--- src/rtl/conv_pkg.sv ---
// conv_pkg: shared definitions for the 3x3 convolution datapath.
//   PIX_W  - pixel width (unsigned)
//   KTAPS  - number of window taps
//   PROD_W - width of one pixel x coefficient product for the default 8-bit kernel
//   WIN_W  - width of the flat window bus
//   get_tap - extract tap k (k = 3*row + col) from the row-major window bus
//   sat_u8  - clamp a signed value into the unsigned 8-bit pixel range
package conv_pkg;
  localparam int PIX_W  = 8;
  localparam int KTAPS  = 9;
  localparam int PROD_W = 17;
  localparam int WIN_W  = PIX_W * KTAPS;

  // r00 sits in the top byte, r22 in the bottom byte.
  function automatic logic [PIX_W-1:0] get_tap(input logic [WIN_W-1:0] m, input int k);
    return m[WIN_W-1-PIX_W*k -: PIX_W];
  endfunction

  function automatic logic [PIX_W-1:0] sat_u8(input logic signed [31:0] v);
    if (v < 0)
      return '0;
    else if (v > 32'sd255)
      return 8'hFF;
    else
      return v[PIX_W-1:0];
  endfunction
endpackage

--- src/rtl/conv_kernel_regs.sv ---
// conv_kernel_regs: serially loaded 3x3 coefficient store.
//   clock, reset  - rising-edge clock, async active-high reset
//   k_load        - write strobe; writes k_data at the current index, then advances it
//   k_data        - signed coefficient value
//   coefs         - flat bus, coef[k] at [k*KW +: KW]
//   kernel_ready  - all nine coefficients written since the last restart at index 0
module conv_kernel_regs
  import conv_pkg::*;
#(
  parameter int KW = 8
) (
  input  logic                 clock,
  input  logic                 reset,
  input  logic                 k_load,
  input  logic signed [KW-1:0] k_data,
  output logic [KTAPS*KW-1:0]  coefs,
  output logic                 kernel_ready
);

  localparam logic [3:0] LAST_IDX = 4'(KTAPS - 1);

  logic signed [KW-1:0] coef [KTAPS];
  logic [3:0]           k_idx;

  always_ff @(posedge clock or posedge reset) begin
    if (reset) begin
      for (int k = 0; k < KTAPS; k++) coef[k] <= '0;
      k_idx        <= '0;
      kernel_ready <= 1'b0;
    end else if (k_load) begin
      for (int k = 0; k < KTAPS; k++)
        if (k_idx == 4'(k)) coef[k] <= k_data;
      if (k_idx == LAST_IDX) begin
        k_idx        <= '0;
        kernel_ready <= 1'b1;
      end else begin
        k_idx <= k_idx + 4'd1;
        // Starting a fresh load invalidates the kernel until the 9th write lands.
        if (k_idx == 4'd0) kernel_ready <= 1'b0;
      end
    end
  end

  for (genvar g = 0; g < KTAPS; g++) begin : g_flat
    assign coefs[g*KW +: KW] = coef[g];
  end

endmodule

--- src/rtl/conv3x3_mac.sv ---
// conv3x3_mac: 3-stage signed 3x3 MAC producing one saturated 8-bit pixel per window.
//   clock, reset   - rising-edge clock, async active-high reset
//   ena            - pipeline advance; every stage holds when low
//   matrix         - 72-bit row-major window of unsigned pixels (r00 in the top byte)
//   conv_valid     - matrix carries a valid window
//   k_load, k_data - serial coefficient load, independent of ena
//   kernel_ready   - full kernel present; windows are only accepted while high
//   pix_out        - result pixel, holds between results
//   pix_valid      - pix_out is a new result this ena cycle
module conv3x3_mac
  import conv_pkg::*;
#(
  parameter int KW    = 8,
  parameter int SHIFT = 4,
  parameter int ACC_W = 21
) (
  input  logic                 clock,
  input  logic                 reset,
  input  logic                 ena,
  input  logic [WIN_W-1:0]     matrix,
  input  logic                 conv_valid,
  input  logic                 k_load,
  input  logic signed [KW-1:0] k_data,
  output logic                 kernel_ready,
  output logic [PIX_W-1:0]     pix_out,
  output logic                 pix_valid
);

  localparam int P_W = PIX_W + 1 + KW;
  // Round-half-up constant; the inner guard keeps the shift amount legal when SHIFT=0.
  localparam int RND = (SHIFT > 0) ? (1 << ((SHIFT > 0) ? SHIFT - 1 : 0)) : 0;

  logic [KTAPS*KW-1:0] coefs;

  conv_kernel_regs #(.KW(KW)) u_kregs (
    .clock        (clock),
    .reset        (reset),
    .k_load       (k_load),
    .k_data       (k_data),
    .coefs        (coefs),
    .kernel_ready (kernel_ready)
  );

  logic                    accept;
  logic signed [P_W-1:0]   prod    [KTAPS];
  logic signed [ACC_W-1:0] row_sum [3];
  logic                    v1, v2, v3;
  logic signed [ACC_W-1:0] sum_s3, rounded, shifted;

  // ena is applied in the register block; the coefficient bus seen here is the
  // pre-write value, so a same-cycle k_load never affects the accepted window.
  assign accept  = conv_valid & kernel_ready;
  assign sum_s3  = row_sum[0] + row_sum[1] + row_sum[2];
  assign rounded = sum_s3 + ACC_W'(RND);
  assign shifted = rounded >>> SHIFT;

  always_ff @(posedge clock or posedge reset) begin
    if (reset) begin
      for (int k = 0; k < KTAPS; k++) prod[k] <= '0;
      for (int r = 0; r < 3; r++) row_sum[r] <= '0;
      v1      <= 1'b0;
      v2      <= 1'b0;
      v3      <= 1'b0;
      pix_out <= '0;
    end else if (ena) begin
      v1 <= accept;
      v2 <= v1;
      v3 <= v2;
      for (int k = 0; k < KTAPS; k++)
        prod[k] <= P_W'($signed({1'b0, get_tap(matrix, k)})) *
                   P_W'($signed(coefs[k*KW +: KW]));
      for (int r = 0; r < 3; r++)
        row_sum[r] <= ACC_W'(prod[3*r]) + ACC_W'(prod[3*r+1]) + ACC_W'(prod[3*r+2]);
      if (v2) pix_out <= sat_u8(32'(shifted));
    end
  end

  assign pix_valid = v3;

endmodule

--- config.mk ---
export PLATFORM = sky130hd
export DESIGN_NAME = conv3x3_mac
export DESIGN_NICKNAME = d
export VERILOG_FILES = /design/src/rtl/conv_pkg.sv /design/src/rtl/conv_kernel_regs.sv /design/src/rtl/conv3x3_mac.sv
export SDC_FILE = /design/constraint.sdc
export NUM_CORES = 2
export LEC_CHECK = 0
export CAP_MARGIN = 20
export CORE_MARGIN = 2
export CORE_UTILIZATION = 30
export DETAILED_ROUTE_END_ITERATION = 10
export PLACE_DENSITY_LB_ADDON = 0.2
export SYNTH_ARGS = -nofsm -noshare
export SYNTH_HDL_FRONTEND = slang
export SYNTH_HIERARCHICAL = 1
export SYNTH_SLANG_ARGS = --single-unit
--- constraint.sdc ---
create_clock -name clock -period 15.16 [get_ports clock]
set_input_delay 3.79 -clock clock [delete_from_list [all_inputs] [get_ports clock]]
set_output_delay 3.79 -clock clock [all_outputs]
set_load 0.1 [all_outputs]
* Word-level counts from Yosys, hierarchy flattened *
Cells that the tools add are included.

storage, ports and cells
  register bits = 304

cells by class
  $add $sub $neg = 10
  $mul = 9
  magnitude comparators = 2
  eq/ne operators = 8
  multiplexer cells = 5
  bitwise gates (word level) = 1
  reductions and logical operators = 13

operator list
  operator               number
  $mul 9x8->17           9
  $add 18x17->19         3
  $add 17x17->18         3
  $add 21x21->21         2
  $reduce_and 2->1       11
  $add 21x5->21 const B  1
  $gt 17x9->1 const B    1
  $lt 17x1->1 const B    1
  $eq 4x3->1 const B     4
  $mux 8                 2
  $eq 4x2->1 const B     2
  $add 4x1->4 const B    1
  $eq 4x1->1 const B     1
  $eq 4x4->1 const B     1
  $logic_not 4->1        1
  $mux 4                 1
  $mux 1                 2
  $reduce_bool 2->1      1
  $and 1x1->1            1

* Logic depth before layout (Yosys ltp) *
  depth after elaboration = 6
  depth in mapped cells = 19

* Hierarchy *
Netlist, hierarchy kept.

by module, submodules not included
  module            instances  cells an instance  area an instance (sq um)
  conv3x3_mac       1          3298               31859.3
  conv_kernel_regs  1          188                3072.9

* Worst setup path after synthesis *
No wires, ideal clock.

  path type = input port to flip-flop
  from = input matrix[67]
  to = register prod[150] (netlist bit)
  library setup time = 125 ps
  arrival time = 7647 ps
  path slack = 7388 ps
  cell stages on the path = 17
  buffers on the path = 0
  path through = and2_1 fa_1 inv_1 fa_1 fa_1 fa_1 inv_1 ha_1 nor2b_1 o21ai_0 a21boi_0 o21a_1 o21ai_0 a21oi_1 nor3_1 xnor2_1 mux2_2

on the way
  word-level cells in the longest chain between the ends = 1

RTL lines
  what                            line               RTL
  start: declaration              conv3x3_mac.sv:20  input logic [WIN_W-1:0] matrix,
  $mul 9x8->17                    conv3x3_mac.sv:70  prod[k] <= P_W'($signed({1'b0, get_tap(matrix, k)})) *
  end signal: indexed assignment  conv3x3_mac.sv:70
  end: declaration                conv3x3_mac.sv:45  logic signed [P_W-1:0] prod [KTAPS];

No other way between the ends.
A chain may end at the register's enable or synchronous reset.

* Worst setup path after layout *
  from = input matrix[59]
  to = register prod[133] (netlist bit)

Same word-level chain as after synthesis.

==> qor.txt <==
dpl hpwl -> 68990 um
row count -> 125
post-synthesis cell count -> 3486
Synth Net Count -> 4454
register-to-register setup slack -> 10.20 ns
Max clock buf depth -> 3
# IOs -> 95
post-route cell area -> 38970 um2
Post-synth EDFFs -> 0
DRC viols -> 0
Die Y -> 345.2 um
Final period util -> 54.24%
dominant synthesized flop cell -> dfrtp_1
CP Launch Type -> input port
final clock skew -> 0.01393 ns
commonest non-fill, non-tap cell in the layout -> inv_1
vias in the first global route -> 24890
total number of vias -> 23450
share of post-route cells with drive strength above 1 -> 8.937%
clock sinks -> 298
synth unique cells -> 78
fin. max-slew vios -> 0
hold_sp -> row_sum[5]
port bufs -> 94
Die X -> 345.2 um
Reg2Reg Depth -> 17
synthesized area per cell -> 10.02 um2
RSZ-0062 raised after global routing -> no
Initial Utilization -> 30.14%
Hold EP -> row_sum[5]
WL final -> 86960 um
Worst-Margin Slew -> 1.098 ns
Via density -> 4.560
core outline area -> 115900 um2
register bit total from synthesis -> 298
clock slew at reported path FFs -> 0.06 ns
maximum clock rate -> 0.1216 GHz
synthesis-to-finish area growth -> 11.57%
clk_lat worst skew -> 0.56 ns
largest fanout on the critical path -> 8
sequential-to-total area share from yosys stat -> 21.35%
Worst R2R End -> prod[135]
root buffer cell -> clkbuf_16
GR Util All Layers -> 14.98%
data arrival time of the worst path -> 8.66 ns
Max Cap Viol -> 0
post-cts gate resize count -> 0
largest net degree at the start of global routing -> 140
Setup CP Type -> in -> reg
first-pass GRT wire length -> 141500 um
hold_buf cts -> 0
WL/cell -> 16.91 um
initial antenna violation count -> 11
critical register-to-register path startpoint -> u_kregs/coefs[15]
Hold WC Path Type -> reg -> reg
Post-DP Area -> 37660 um2
Final #Nets -> 4553
GP Congestion -> 0.7968
final hold violations -> 0
status -> finished clean
minimum clock period -> 8.223 ns
Pre-Repair DR Iteration Count -> 4
post-route ant nets -> 0
mapped cell area -> 34930 um2
hold path depth -> 1
most frequent cells in the layout -> 579 x inv_1, 478 x ha_1, 405 x fa_1
Setup Buffers After CTS -> 0
Critical Path RT -> 15.59 ns
CTS tree -> done
Warnings, synthesis -> 6
H-tree levels -> 2
total grt overflow -> 0
CTS Buf Count -> 38
DR iter-0 viols -> 881
Max-slew headroom -> 26.58%
Setup violations, final -> 0
critical path capture point type -> flop
Fin Setup TNS -> 0 ns
DIE AREA -> 119200 um2
Synth async-reset ratio -> 100.0%
==> kinds of logic (layout without fill, tap and decap cells) <==
kind of cell	after synthesis	count (layout)	synth area share, %
mux	206	206	6.616
compound gates	400	400	7.550
flops	298	298	21.35
fa+ha+maj	883	883	40.33
buf+inv	627	755	6.823
xor+xnor	132	132	3.310
other cells	0	3	0
simple gates	940	940	14.02
==> how the worst max path moves through the flow <==
stage / from / to / slack (ns) / cells past startpoint
final: matrix[59] / prod[133] / 6.94 / 18
after global routing: matrix[51] / prod[118] / 6.56 / 18
after CTS: matrix[67] / prod[150] / 6.94 / 18
after detailed placement: matrix[67] / prod[150] / 6.38 / 18
after global placement: matrix[67] / prod[150] / 6.40 / 18
after floorplan: reset / pix_out[0] / 5.32 / 1
==> worst max-delay path, cell delays in order <==
cell and delay, ns:
clkdlybuf4s50_1 0.56, and2_1 0.23, fa_1 0.42, inv_1 0.08, fa_1 0.44, fa_1 0.52, fa_1 0.51, inv_1 0.04
ha_1 0.30, nor2b_1 0.14, o21ai_0 0.18, a21boi_0 0.16, o21a_1 0.20, o21ai_0 0.28, a21oi_1 0.15, nor3_1 0.25
xnor2_1 0.12, mux2_2 0.27
==> routing by layer <==
metal | global-route usage (%) | vias to the layer above | part of all wire [%]
met1 | 21.50 | 11610 | 50
li1 | - | 11530 | -
met5 | 0 | - | 0.030
met2 | 24.62 | 239 | 46
met4 | 2.139 | 4 | 1.1
met3 | 1.820 | 64 | 2.9
==> state kept, by name (all words and copies together) (netlist names) <==
signal / cells
pix_valid: 1
u_kregs/k_idx: 4
prod: 153
row_sum: 57
v2: 1
u_kregs/kernel_ready: 1
u_kregs/coefs: 72
v1: 1
pix_out: 8
==> area by class of cell <==
class / instances / area (um2)
Inverter: 583 / 2198
Timing Repair Buffer: 103 / 1006
Clock buffer: 50 / 1130
Fill cell: 11940 / 76920
Clock inverter: 19 / 176.4
Antenna cell: 3 / 7.507
Tap cell: 1524 / 1907
Multi-Input combinational cell: 2561 / 25090
Sequential cell: 298 / 7457
==> stage by stage <==
stage | worst slack, ns | utilization (%) | hold WS, ns | cells
2_1_floorplan | 5.321 | - | 0.4533 | 3486
3_3_place_gp | 6.400 | 32.50 | 0.4692 | 5069
3_5_place_dp | 6.381 | 32.50 | 0.4776 | 5069
4_1_cts | 6.944 | 33.62 | 0.4923 | 5138
5_1_grt | 6.561 | 33.63 | 0.5158 | 5140
6_report | 6.937 | 33.63 | 0.4899 | 5141
==> cells in the mapped netlist (8+ instances only) <==
cell | number | area share (%)
a211oi_1 | 9 | 0.19
a21boi_0 | 14 | 0.30
a21o_1 | 63 | 1.4
a21oi_1 | 82 | 1.2
a31oi_1 | 17 | 0.30
and2_1 | 299 | 5.4
and3_1 | 8 | 0.14
clkbuf_1 | 29 | 0.31
dfrtp_1 | 298 | 21
fa_1 | 405 | 23
ha_1 | 478 | 17
inv_1 | 582 | 6.3
mux2_2 | 198 | 6.4
nand2_1 | 295 | 3.2
nand2b_1 | 65 | 1.2
nand3_1 | 37 | 0.53
nand3b_1 | 10 | 0.21
nor2_1 | 114 | 1.2
nor2b_1 | 21 | 0.38
nor3_1 | 40 | 0.57
o211ai_1 | 11 | 0.24
o21a_1 | 14 | 0.30
o21ai_0 | 107 | 1.5
o21ai_1 | 8 | 0.11
o21bai_1 | 11 | 0.24
o22ai_2 | 8 | 0.29
o31ai_1 | 12 | 0.26
or3_1 | 21 | 0.38
xnor2_1 | 81 | 2.0
xor2_1 | 51 | 1.3
Power is not shown: default switching activity piles up to over one toggle a cycle in this logic, so the estimate is an artifact.
